## config.mk

```make
export PLATFORM = sky130hd
export DESIGN_NAME = stack_cached
export DESIGN_NICKNAME = d
export VERILOG_FILES = /design/src/rtl/stack_cached.sv
export SDC_FILE = /design/constraint.sdc
export NUM_CORES = 1
export LEC_CHECK = 0
export CORE_MARGIN = 5
export CORE_UTILIZATION = 51
export DETAILED_ROUTE_END_ITERATION = 6
export GPL_ROUTABILITY_DRIVEN = 0
export GPL_TIMING_DRIVEN = 0
export PLACE_DENSITY = 0.79
export REMOVE_ABC_BUFFERS = 1
export SLEW_MARGIN = 20
export SYNTH_ARGS = -nofsm -noshare
export SYNTH_HDL_FRONTEND = slang
export SYNTH_SLANG_ARGS = --single-unit
```

## constraint.sdc

```tcl
create_clock -name clk -period 5.1 [get_ports clk]
set_input_delay 1.02 -clock clk [delete_from_list [all_inputs] [get_ports clk]]
set_output_delay 1.02 -clock clk [all_outputs]
set_load 0.005 [all_outputs]
```

## src/rtl/stack_cached.sv

```systemverilog
// Stack with TOS/NOS held in registers and deeper entries spilled to a register-array RAM.
// Define STACK_CIRCULAR_EN to wrap on overflow/underflow instead of raising sticky error flags.
module stack_cached #(
    parameter int DEPTH = 16,
    parameter int DSZ   = 32
) (
    input  logic                     clk,
    input  logic                     rst,
    input  logic                     en,
    input  logic [1:0]               op,
    input  logic [DSZ-1:0]           vi,
    input  logic                     clr_err,
    output logic [DSZ-1:0]           tos,
    output logic [DSZ-1:0]           nos,
    output logic [$clog2(DEPTH):0]   depth,
    output logic                     empty,
    output logic                     full,
    output logic                     ovf,
    output logic                     unf
);
    localparam int SPILL = DEPTH - 2;
    localparam int SPW   = (SPILL > 1) ? $clog2(SPILL) : 1;
    localparam int DW    = $clog2(DEPTH) + 1;

    localparam logic [1:0] OP_PUSH = 2'd1;
    localparam logic [1:0] OP_POP  = 2'd2;
    localparam logic [1:0] OP_RPL  = 2'd3;

    logic [DSZ-1:0] r_tos;
    logic [DSZ-1:0] r_nos;
    logic [DW-1:0]  r_depth;
    logic [SPW-1:0] r_sp;
    logic           r_ovf;
    logic           r_unf;
    logic [DSZ-1:0] r_ram [0:SPILL-1];

    logic           w_full;
    logic           w_empty;
    logic           w_push;
    logic           w_pop;
    logic           w_rpl;
    logic           w_do_push;
    logic           w_do_pop;
    logic           w_push_err;
    logic           w_pop_err;
    logic           w_spill_wr;
    logic           w_spill_rd;
    logic [SPW-1:0] w_sp_inc;
    logic [SPW-1:0] w_sp_dec;
    logic [DSZ-1:0] w_ram_rd;

    assign w_full  = (r_depth == DW'(DEPTH));
    assign w_empty = (r_depth == '0);
    assign w_push  = en && (op == OP_PUSH);
    assign w_pop   = en && (op == OP_POP);
    assign w_rpl   = en && (op == OP_RPL);

`ifdef STACK_CIRCULAR_EN
    assign w_do_push  = w_push;
    assign w_do_pop   = w_pop;
    assign w_push_err = 1'b0;
    assign w_pop_err  = 1'b0;
    assign w_sp_inc   = (r_sp == SPW'(SPILL - 1)) ? '0 : r_sp + SPW'(1);
    assign w_sp_dec   = (r_sp == '0) ? SPW'(SPILL - 1) : r_sp - SPW'(1);
`else
    assign w_do_push  = w_push && !w_full;
    assign w_do_pop   = w_pop && !w_empty;
    assign w_push_err = w_push && w_full;
    assign w_pop_err  = w_pop && w_empty;
    // sp never needs to wrap here: a read only happens with depth>=3, i.e. sp>=1.
    assign w_sp_inc   = r_sp + SPW'(1);
    assign w_sp_dec   = r_sp - SPW'(1);
`endif

    // An empty-stack pop only gets this far in circular mode, where it rotates the spill ring.
    assign w_spill_wr = w_do_push && (r_depth >= DW'(2));
    assign w_spill_rd = w_do_pop && ((r_depth >= DW'(3)) || w_empty);
    assign w_ram_rd   = r_ram[w_sp_dec];

    always_ff @(posedge clk or negedge rst) begin
        if (!rst) begin
            r_tos   <= '0;
            r_nos   <= '0;
            r_depth <= '0;
            r_sp    <= '0;
            r_ovf   <= 1'b0;
            r_unf   <= 1'b0;
        end else begin
            if (w_do_push) begin
                r_nos <= r_tos;
                r_tos <= vi;
                if (w_spill_wr)
                    r_sp <= w_sp_inc;
                if (!w_full)
                    r_depth <= r_depth + DW'(1);
            end else if (w_do_pop) begin
                r_tos <= r_nos;
                if (w_spill_rd) begin
                    r_nos <= w_ram_rd;
                    r_sp  <= w_sp_dec;
                end else begin
                    r_nos <= '0;
                end
                if (!w_empty)
                    r_depth <= r_depth - DW'(1);
            end else if (w_rpl) begin
                r_tos <= vi;
                if (w_empty)
                    r_depth <= DW'(1);
            end

            // A fresh error outranks a simultaneous clear.
            if (w_push_err)
                r_ovf <= 1'b1;
            else if (clr_err)
                r_ovf <= 1'b0;
            if (w_pop_err)
                r_unf <= 1'b1;
            else if (clr_err)
                r_unf <= 1'b0;
        end
    end

    // Spill storage has no reset so it can map onto RAM primitives.
    always_ff @(posedge clk) begin
        if (w_spill_wr)
            r_ram[r_sp] <= r_nos;
    end

    assign tos   = r_tos;
    assign nos   = r_nos;
    assign depth = r_depth;
    assign empty = w_empty;
    assign full  = w_full;
    assign ovf   = r_ovf;
    assign unf   = r_unf;

endmodule

```

== Word level (Yosys, flattened, before mapping) ==
Memories as Yosys holds them, arrays and structs flattened.
Index checks and enable logic that the tools add are counted.
Storage, ports and cells
  bits of input ports: 38
  flip-flop bits (word level): 75
  bits in writable memories: 448
  memories: 1
  logic and storage cells: 62
Operators by class
  magnitude comparators: 2
  reductions and logical operators: 21
  equality and inequality tests: 7
  add/subtract/negate cells: 4
  mux-type cells: 21
Memories
  r_ram: depth 14, bits a word 32, rd ports 1, clocked after Yosys merged registers in 0, wr ports 1, RTL line 35  | logic [DSZ-1:0] r_ram [0:SPILL-1];
Operators by type and width (number)
  2-to-1 mux 32 bit: 6
  2-to-1 mux 5 bit: 6
  2-to-1 mux 4 bit: 4
  >= comparator 5 x 2 -> 1 bit, second input constant: 2
  logical AND 1 bit: 9
  nonzero test 2 bit: 4
  nonzero test 3 bit: 2
  adder 5 x 1 -> 5 bit, second input constant: 1
  == test 5 bit, second input constant: 1
  zero test 5 bit: 1
  2-to-1 mux 1 bit: 5
  subtractor 5 x 1 -> 5 bit, second input constant: 1
  adder 4 x 1 -> 4 bit, second input constant: 1
  == test 2 bit, second input constant: 2
  AND reduction 4 bit: 1
  subtractor 4 x 1 -> 4 bit, second input constant: 1
  inequality test 3 bit, second input constant: 1
  AND reduction 3 bit: 1
  == test 2 x 1 -> 1 bit, second input constant: 1
  zero test 1 bit: 2
  inequality test 2 x 1 -> 1 bit, second input constant: 1
  inequality test 2 bit, second input constant: 1
  logical OR 1 bit: 1

== Depth between registers and ports, before layout ==
Gate-level depths: netlist of the first run.
  word-level depth: 7
  gate-level depth with buffers: 12
  mapped depth without buffers: 7

== Worst setup path before layout of the first run ==
No wires, ideal clock.
  path kind: input -> register
  start: input op[1]
  end: memory r_ram[1][0] (enable)
  setup time: 0.461 ns
  buffers on the path: 0
  stages on the path: 4
  required time: 4.639 ns
  setup slack: 0.611 ns
  arrival time: 4.028 ns
  cell sequence: nand3b_2 > a21oi_1 > nand2_1 > nor3_1
On the way
  word-level cells in the longest chain between the ends: 6
RTL lines
  start: declaration: RTL line 10  | input logic [1:0] op,
  == test 2 x 1 -> 1 bit: RTL line 54  | assign w_push = en && (op == OP_PUSH);
  logical AND 1 bit: RTL line 54
  logical AND 1 bit: RTL line 66  | assign w_do_push = w_push && !w_full;
  logical AND 1 bit: RTL line 76  | assign w_spill_wr = w_do_push && (r_depth >= DW'(2));
  2-to-1 mux 1 bit: RTL line 126  | if (w_spill_wr)
  2-to-1 mux 1 bit (implied by the code): RTL line 127  | r_ram[r_sp] <= r_nos;
  end: declaration: RTL line 35
Every way passes these cells.

== Final worst setup path of the first run ==
  start: input op[0]
  end: memory r_ram[1][10] (enable)
The elaborated chain is that of the path after synthesis.

==> flow_metrics.env, run 1 <==
export IMPL_synth_fa_ha_area_share_pct=0.530
export IMPL_grt_pass1_wl_mm=80.8
export IMPL_syn2layout_area_growth_pct=19.7
export IMPL_seq_area_sq_mm=0.0153
export IMPL_dr_pass1_iters=5
export IMPL_holdBufCountCts=0
export IMPL_clock_latency_ns=0.57
export IMPL_p_per_area_mw_per_mm2=599
export IMPL_fmax_ghz=0.231
export IMPL_grt_max_degree=51
export IMPL_antenna_cells=0
export IMPL_synth_seq_cells=523
export IMPL_seqPwrFrac_pct=42.7
export IMPL_ys_top_cells_by_area="edfxtp_1 63%, mux4_2 10%, dfrtp_1 8.8%"
export IMPL_finalCritPeriodShare_pct=85.0
export IMPL_syn_inst=1255
export IMPL_wl_met2_mm=26.6
export IMPL_p_leak_nw=8.40
export IMPL_drt_total_wl_mm=53.5
export IMPL_pre_cts_ws_ns=0.219
export IMPL_pwr_share_comb_pct=33.0
export IMPL_final_common_cell="edfxtp_1"
export IMPL_rows=74
export IMPL_synth_simple_gate_area_share_pct=5.26
export IMPL_status="complete, no violations"
export IMPL_synth_xor_area_share_pct=0.282
export IMPL_post_cts_resized=0
export IMPL_htreeDepth=2
export IMPL_drv_slew=0
export IMPL_p_switching_mw=5.05
export IMPL_ant_nets=0
export IMPL_clock_power_share_pct=24.3
export IMPL_synth_ff_type="edfxtp_1"
export IMPL_sw_frac_of_total_pct=33.1
export IMPL_peakVddDrop_mv=0.435
export IMPL_cts_root_buf="clkbuf_16"
export IMPL_grt_antenna_before_repair=0
export IMPL_grt_pass1_vias=13000
export IMPL_gr_total_overflow=0
export IMPL_maxSlewHeadroom_pct=40.1
export IMPL_wl_met1_mm=20.8
export IMPL_synth_area_mux_share_pct=11.8
export IMPL_crit_required_ns=5.37
export IMPL_hpwl_mm=32.3
export IMPL_drtIter0Drc=1798
export IMPL_p_int_mw=10.2
export IMPL_post_cts_buffers=0
export IMPL_finalHoldViolations=0
export IMPL_synthArstFlopShare_pct=14.3
export IMPL_vias_per_cell=6.44
export IMPL_holdWs_ns=0.382
export IMPL_cp_start_kind="primary input"
export IMPL_layout_setup_ws_ns=0.764
export IMPL_hp_class="primary input to asynchronous set/reset pin"
export IMPL_ios=111
export IMPL_synth_compound_gate_area_share_pct=7.64
export IMPL_setup_viol=0
export IMPL_clock_sinks=523
export IMPL_drive_gt1_share_pct=18.8
export IMPL_min_period_ns=4.34
export IMPL_worstSetupEndpointType="flip-flop"
export IMPL_multi_input_area_sq_mm=0.00560
export IMPL_die_y_um=214
export IMPL_netlist_area_sq_mm=0.0213
export IMPL_cts_tree="built"
export IMPL_clockBufferDepth=3
export IMPL_cap_violations=0
export IMPL_start_util_pct=51.8
export IMPL_synth_seq_area_share_pct=72.1
export IMPL_drcViolationCount=0
export IMPL_core_area_sq_mm=0.0410
export IMPL_via_count=12700
export IMPL_synth_top_family_by_area="multiplexers"
export IMPL_clkTransAtPathRegs_ns=0.06
export IMPL_synth_top_area_share_pct=63.3
export IMPL_synth_edf_count=448
export IMPL_arrival_ns=4.61
export IMPL_avgRoutedWirePerCell_um=27.1
export IMPL_die_area_sq_mm=0.0459
export IMPL_fin_skew_ns=0.0151
export IMPL_yosysTopAreaCell="edfxtp_1"
export IMPL_highest_layer="met4"
export IMPL_ys_types=49
export IMPL_die_x_um=214
export IMPL_syn_avg_cell_area_sq_um=16.9
export IMPL_track_usage_pct=22.9
export IMPL_crit_fanout=36
export IMPL_yosysWarnings=0
export IMPL_tns_ns=0
export IMPL_final_nets=1444
export IMPL_cts_buffers=51
export IMPL_design_power_total_mw=15.2
export IMPL_dr_wl_met3_mm=4.54
export IMPL_worst_pin_slew_ns=0.895
export IMPL_rsz0062_at_grt="false"
export IMPL_layout_common_cells="448 x edfxtp_1, 109 x clkdlybuf4s50_1, 105 x nand2_1, 96 x mux4_2, 73 x dfrtp_1"
export IMPL_fillers=2754
export IMPL_portBuffers=110
export IMPL_critPathKind="primary input to flip-flop"
## worst paths after layout
path / startpoint / end / slack, ns / cells past startpoint
hold reg to reg: ovf / ovf / 0.51 / 1
max in group asynchronous: rst / r_sp[0] / 4.06 / 2
setup / recovery: op[0] / r_ram[1][10] / 0.76 / 7
setup reg to reg: r_sp[0] / nos[16] / 1.66 / 10
hold / removal: rst / tos[5] / 0.38 / 1
min in group clk: ovf / ovf / 0.51 / 1
## power by group through the flow
stage / sequential [mW] / combinational (mW) / clock, mW
2_1_floorplan: 6.42 / 3.12 / 0
5_1_grt: 6.60 / 5.38 / 3.92
3_5_place_dp: 6.57 / 5.00 / 0
3_3_place_gp: 6.67 / 3.85 / 0
4_1_cts: 6.49 / 5.06 / 3.74
6_report: 6.50 / 5.03 / 3.71
## critical path, stage by stage
cell	delay, ns
clkdlybuf4s50_1	0.71
nand3b_4	0.64
a21oi_1	0.79
nand2_1	0.40
nor3_2	0.51
buf_4	0.30
buf_4	0.21
## final cells by class
class	instances	share of cell area [%]
sequential	523	60.3
inverter	8	0.118
multi-input combinational	636	22.0
clock inverter	32	1.14
tap	532	2.62
timing repair buffer	177	8.56
clock buffer	63	5.31
## per-stage QoR
step	cell area, sq um	utilization (%)	cells
finish	25400	62.0	1971
CTS	25400	62.0	1971
global route	25400	62.0	1971
detailed placement	23800	58.0	1876
floorplan	20800	-	1167
global placement	22600	55.0	1809
## synthesized netlist by cell type (35+ instances only)
cell type,n
clkbuf_1,35
mux4_2,96
dfrtp_1,75
edfxtp_1,448
nand2_1,105
nor2_1,51
a21oi_1,67
nand3_1,35
a31oi_1,35
## registers in the layout, indices dropped and copies added, names as in the netlist
name,count
tos,32
nos,32
depth,5
r_ram,448
r_sp,4
ovf,1
unf,1
## metal layers
metal,up-vias,GRT usage [%]
li1,5300,-
met1,6531,31.9
met2,732,37.6
met3,121,4.00
met4,0,7.24
met5,-,0
## cells by family (layout without fill, tap and decap cells)
| logic type | after synthesis | in the layout |
|---|---|---|
| DFF | 523 | 523 |
| buffers and inverters | 96 | 280 |
| xor gates and xnor gates | 6 | 6 |
| and+or+nand+nor | 242 | 242 |
| adders and majority gates | 9 | 9 |
| AOI/OAI and AO/OA | 248 | 248 |
| muxes | 131 | 131 |
(Power assumes the default switching activity.)
==> run 2, diff against run 1 <==
Settings changed: CELL_PAD_IN_SITES_DETAIL_PLACEMENT from default to 0, CELL_PAD_IN_SITES_GLOBAL_PLACEMENT from default to 1, MAX_ROUTING_LAYER from default to met4, PLACE_DENSITY 0.79 to 0.89.
==> run 2 against run 1 <==
Against the previous run: worst hold slack lost 0.023 ns; fmax fell by 6.5%; flip-flop and latch count did not move; largest power group unchanged; critical path depth up 1; critical endpoint is now r_ram[1][28]; non-clock buffer count fell by 3; sequential power is essentially flat; first-iteration DRC count is 23% lower; setup slack lost 0.30 ns; wire length decreased by 0.61%; cell count is 0.10% lower.
==> flow_metrics.env, run 2 (same netlist as run 1, synthesis figures left out) <==
export IMPL_cts_tree="built"
export IMPL_grt_antenna_before_repair=1
export IMPL_status="complete, no violations"
export IMPL_cap_violations=0
export IMPL_wl_met2_mm=27.3
export IMPL_grt_pass1_vias=12800
export IMPL_pwr_share_comb_pct=32.2
export IMPL_design_power_total_mw=15.5
export IMPL_vias_per_cell=6.35
export IMPL_final_nets=1441
export IMPL_reg2regPathDepth=8
export IMPL_hpwl_mm=32.1
export IMPL_min_period_ns=4.64
export IMPL_peakVddDrop_mv=0.314
export IMPL_highest_layer="met4"
export IMPL_dr_pass1_iters=6
export IMPL_r2r_setup_slack_ns=1.25
export IMPL_arrival_ns=4.91
export IMPL_critPathMostFrequentCell="buf_4"
export IMPL_sw_frac_of_total_pct=32.5
export IMPL_final_common_cell="edfxtp_1"
export IMPL_cts_buffers=51
export IMPL_drive_gt1_share_pct=19.2
export IMPL_final_cells=1969
export IMPL_syn2layout_area_growth_pct=20.4
export IMPL_wl_met1_mm=20.4
export IMPL_clkTransAtPathRegs_ns=0.06
export IMPL_path_buf_inv=4
export IMPL_r2r_end="r_ram[1][28]"
export IMPL_critPathKind="primary input to flip-flop"
export IMPL_ant_nets=0
export IMPL_gr_total_overflow=0
export IMPL_crit_chain="clkdlybuf4s50_1 -> nand3b_4 -> a21oi_1 -> nand2_1 -> nor3_2 -> buf_6 -> buf_4 -> buf_4"
export IMPL_track_usage_pct=23.6
export IMPL_finalCritPeriodShare_pct=90.9
export IMPL_dr_wl_met3_mm=3.96
export IMPL_grt_pass1_wl_mm=80.6
export IMPL_core_area_sq_mm=0.0410
export IMPL_regMostFlops="r_ram"
export IMPL_hp_class="primary input to asynchronous set/reset pin"
export IMPL_r2r_start="depth[4]"
export IMPL_largest_reg_flops=448
export IMPL_layout_setup_ws_ns=0.464
export IMPL_setup_viol=0
export IMPL_ios=111
export IMPL_post_cts_resized=0
export IMPL_finalHoldViolations=0
export IMPL_fin_skew_ns=0.0149
export IMPL_die_area_sq_mm=0.0459
export IMPL_drv_slew=0
export IMPL_drt_total_wl_mm=53.1
export IMPL_clock_power_share_pct=26.0
export IMPL_rows=74
export IMPL_clockBufferDepth=3
export IMPL_worstSetupEndpointType="flip-flop"
export IMPL_crit_required_ns=5.37
export IMPL_maxSlewHeadroom_pct=38.8
export IMPL_cp_top_family="simple AND/OR/NAND/NOR gates"
export IMPL_p_switching_mw=5.05
export IMPL_pre_cts_ws_ns=-0.0178
export IMPL_die_y_um=214
export IMPL_worst_pin_slew_ns=0.915
export IMPL_start_util_pct=51.8
export IMPL_clock_sinks=523
export IMPL_p_leak_nw=8.46
export IMPL_clock_latency_ns=0.58
export IMPL_cpPeakStageDelay_ns=0.78
export IMPL_slowest_stage="nor3_2"
export IMPL_drtIter0Drc=1386
export IMPL_p_int_mw=10.5
export IMPL_seqPwrFrac_pct=41.8
export IMPL_placed_cells=1873
export IMPL_grt_max_degree=44
export IMPL_die_x_um=214
export IMPL_crit_fanout=36
export IMPL_fmax_ghz=0.216
export IMPL_holdBufCountCts=0
export IMPL_cts_root_buf="clkbuf_16"
export IMPL_cp_start_kind="primary input"
export IMPL_portBuffers=110
export IMPL_p_per_area_mw_per_mm2=606
export IMPL_via_count=12500
export IMPL_avgRoutedWirePerCell_um=27.0
export IMPL_rsz0062_at_grt="false"
export IMPL_post_cts_buffers=0
export IMPL_layout_common_cells="448 x edfxtp_1, 109 x clkdlybuf4s50_1, 105 x nand2_1, 96 x mux4_2, 73 x dfrtp_1"
export IMPL_htreeDepth=2
export IMPL_drcViolationCount=0
export IMPL_holdWs_ns=0.359
==> run 2: changes by cell type in the layout (fill, tap and decap cells not counted), sizes merged <==
cell | before | now
clkinv | 24 | 13
bufinv | 5 | 10
clkbuf | 63 | 68
buf | 68 | 65
clkinvlp | 1 | 4
inv | 10 | 8
diode | 0 | 1
==> run 2: power groups by stage <==
stage,sequential (mW),combinational (mW),clock (mW)
floorplan,6.42,3.12,0
global placement,6.66,3.87,0
detailed placement,6.56,4.93,0
CTS,6.48,5.03,4.08
global route,6.59,5.39,4.29
finish,6.49,5.00,4.04
==> run 2: area by class of cell <==
type                    instances  area, sq um
flip-flops and latches        523        15300
diodes                          1         2.50
multi-input cells             636         5600
well taps                     532          666
fillers                      2759        15400
inverters                       8         30.0
clock buffers                  68         1420
repair buffers                174         2170
clock inverters                27          389
==> run 2: routing by layer <==
metal  vias to the layer above  global-route usage [%]
met2                       682                    39.6
met5                         -                       -
met3                       105                    3.50
met1                      6415                    30.4
li1                       5300                       -
met4                         0                    7.26
==> run 2: worst max path at each step <==
stage	start	endpoint	slack [ns]	cells past startpoint
2_1_floorplan	r_sp[0]	nos[6]	-6.13	6
3_3_place_gp	r_sp[0]	nos[3]	-12.30	6
3_5_place_dp	op[0]	r_ram[1][22]	-0.02	8
4_1_cts	op[0]	r_ram[1][28]	0.50	8
5_1_grt	op[0]	r_ram[1][28]	0.28	8
6_report	op[0]	r_ram[1][28]	0.46	8
==> run 2: worst reg2reg max path, stage by stage, from the launching register on <==
cell     delay [ns]
dfrtp_2        0.77
buf_16         0.25
o31ai_1        0.10
a21oi_1        0.52
nand2_1        0.39
nor3_2         0.78
buf_6          0.27
buf_4          0.23
buf_4          0.23
==> run 2: per-stage QoR <==
step | area, sq um | util (%) | setup TNS, ns
2_1_floorplan | 20800 | - | -1032.31
3_3_place_gp | 22600 | 55.0 | -2843.42
3_5_place_dp | 23800 | 58.0 | -0.127
4_1_cts | 25600 | 62.4 | 0
5_1_grt | 25600 | 62.4 | 0
6_report | 25600 | 62.4 | 0
==> run 3, diff against run 2 <==
Settings changed: CTS_CLUSTER_DIAMETER from default to 60, MAX_ROUTING_LAYER met4 to default.
==> run 3 against run 2 <==
Against the previous run: combinational power barely moved; via count fell by 0.16%; wire length barely moved; cell count fell by 0.10%; first-iteration DRC count fell by 5.2%; register-to-register slack barely moved; largest cell class unchanged; highest routed layer is now met5.
==> flow_metrics.env, run 3 (same netlist as run 1, synthesis figures left out) <==
export IMPL_grt_use_met1_pct=30.0
export IMPL_path_buf_inv=4
export IMPL_r2r_setup_slack_ns=1.25
export IMPL_htreeDepth=2
export IMPL_peakVddDrop_mv=0.352
export IMPL_rsz0062_at_grt="false"
export IMPL_dr_pass1_iters=6
export IMPL_p_leak_nw=8.48
export IMPL_vias_per_cell=6.35
export IMPL_maxSlewHeadroom_pct=37.7
export IMPL_largest_reg_flops=448
export IMPL_drtIter0Drc=1314
export IMPL_p_per_area_mw_per_mm2=607
export IMPL_postPlaceCellArea_sq_mm=0.0238
export IMPL_hpwl_mm=32.1
export IMPL_holdBufCountCts=0
export IMPL_critPathMostFrequentCell="buf_4"
export IMPL_fmax_ghz=0.214
export IMPL_fillers=2737
export IMPL_drt_total_wl_mm=53.1
export IMPL_r2r_end="r_ram[1][28]"
export IMPL_die_y_um=214
export IMPL_post_cts_resized=0
export IMPL_core_area_sq_mm=0.0410
export IMPL_crit_chain="clkdlybuf4s50_1 -> nand3b_4 -> a21oi_1 -> nand2_1 -> nor3_2 -> buf_6 -> buf_4 -> buf_4"
export IMPL_critPathKind="primary input to flip-flop"
export IMPL_rows=74
export IMPL_clkTransAtPathRegs_ns=0.06
export IMPL_final_area_sq_mm=0.0256
export IMPL_cap_violations=0
export IMPL_cp_start_kind="primary input"
export IMPL_slowest_stage="nor3_2"
export IMPL_post_cts_buffers=0
export IMPL_seqPwrFrac_pct=41.7
export IMPL_cts_tree="built"
export IMPL_antenna_cells=0
export IMPL_fin_skew_ns=0.0215
export IMPL_drcViolationCount=0
export IMPL_worst_pin_slew_ns=0.931
export IMPL_regMostFlops="r_ram"
export IMPL_clock_sinks=523
export IMPL_gr_total_overflow=0
export IMPL_hp_class="primary input to asynchronous set/reset pin"
export IMPL_status="complete, no violations"
export IMPL_ant_nets=0
export IMPL_met2_usage_pct=38.9
export IMPL_worstSetupEndpointType="flip-flop"
export IMPL_cpPeakStageDelay_ns=0.78
export IMPL_finalCritPeriodShare_pct=91.7
export IMPL_cts_root_buf="clkbuf_16"
export IMPL_grt_pass1_vias=12900
export IMPL_finalHoldViolations=0
export IMPL_via_count=12500
export IMPL_start_util_pct=51.8
export IMPL_tns_ns=0
export IMPL_design_power_total_mw=15.6
export IMPL_p_int_mw=10.5
export IMPL_final_common_cell="edfxtp_1"
export IMPL_syn2layout_area_growth_pct=20.6
export IMPL_grt_antenna_before_repair=1
export IMPL_grt_pass1_wl_mm=80.4
export IMPL_clockBufferDepth=3
export IMPL_avgRoutedWirePerCell_um=27.0
export IMPL_track_usage_pct=22.9
export IMPL_die_area_sq_mm=0.0459
export IMPL_portBuffers=110
export IMPL_multi_input_area_sq_mm=0.00560
export IMPL_ios=111
export IMPL_layout_common_cells="448 x edfxtp_1, 109 x clkdlybuf4s50_1, 105 x nand2_1, 96 x mux4_2, 73 x dfrtp_1"
export IMPL_p_switching_mw=5.04
export IMPL_arrival_ns=4.93
export IMPL_globalRouteMet3Util_pct=4.53
export IMPL_die_x_um=214
export IMPL_sw_frac_of_total_pct=32.4
export IMPL_r2r_start="depth[4]"
export IMPL_seq_area_sq_mm=0.0153
export IMPL_clock_power_share_pct=26.2
export IMPL_crit_fanout=36
export IMPL_min_period_ns=4.68
export IMPL_drv_slew=0
export IMPL_setup_viol=0
export IMPL_grt_max_degree=44
export IMPL_drive_gt1_share_pct=19.5
export IMPL_cp_top_family="simple AND/OR/NAND/NOR gates"
export IMPL_cts_buffers=51
export IMPL_busiest_layer="met2"
export IMPL_final_nets=1441
export IMPL_pwr_share_comb_pct=32.2
export IMPL_clock_latency_ns=0.57
export IMPL_crit_required_ns=5.36
export IMPL_reg2regPathDepth=8
## run 3: cell count changes in the layout (fill, tap and decap cells not counted), sizes merged
| cell | previous run | this run |
|---|---|---|
| bufinv | 10 | 11 |
| clkbuf | 68 | 59 |
| clkinv | 13 | 20 |
| clkinvlp | 4 | 3 |
| diode | 1 | 0 |
| inv | 8 | 9 |
## run 3: routing by layer
layer	vias up	routed length [um]
met5	-	12
met4	2	1740
met3	131	4460
met2	681	26800
met1	6373	20100
li1	5295	-
## run 3: final cells by class
cell class | count | share of cell area [%]
clock buffers | 59 | 5.38
flip-flops and latches | 523 | 59.8
inverters | 8 | 0.117
multi-input cells | 636 | 21.8
clock inverters | 35 | 1.79
well taps | 532 | 2.60
repair buffers | 174 | 8.47
## run 3: worst max path at each step
stage             from           end  cells after the start
2_1_floorplan  r_sp[0]        nos[6]                      6
3_3_place_gp   r_sp[0]        nos[3]                      6
3_5_place_dp     op[0]  r_ram[1][22]                      8
4_1_cts          op[0]  r_ram[1][28]                      8
5_1_grt          op[0]  r_ram[1][28]                      8
6_report         op[0]  r_ram[1][28]                      8
## run 3: power by group through the flow
stage               Sequential (mW)  Clock [mW]  Combinational, mW
floorplan                      6.42           0               3.12
global placement               6.66           0               3.87
detailed placement             6.56           0               4.93
CTS                            6.47        4.10               5.04
global route                   6.58        4.32               5.39
finish                         6.48        4.07               5.00
## run 3: metrics by stage
stage,hold WS (ns),std cells,setup WS [ns],util (%)
after global placement,0.483,1809,-12.30,55.0
final,0.365,1967,0.424,62.5
after detailed placement,0.473,1873,-0.0178,58.0
after CTS,0.369,1967,0.516,62.5
after global routing,0.387,1967,0.273,62.5
after floorplan,0.478,1167,-6.13,-
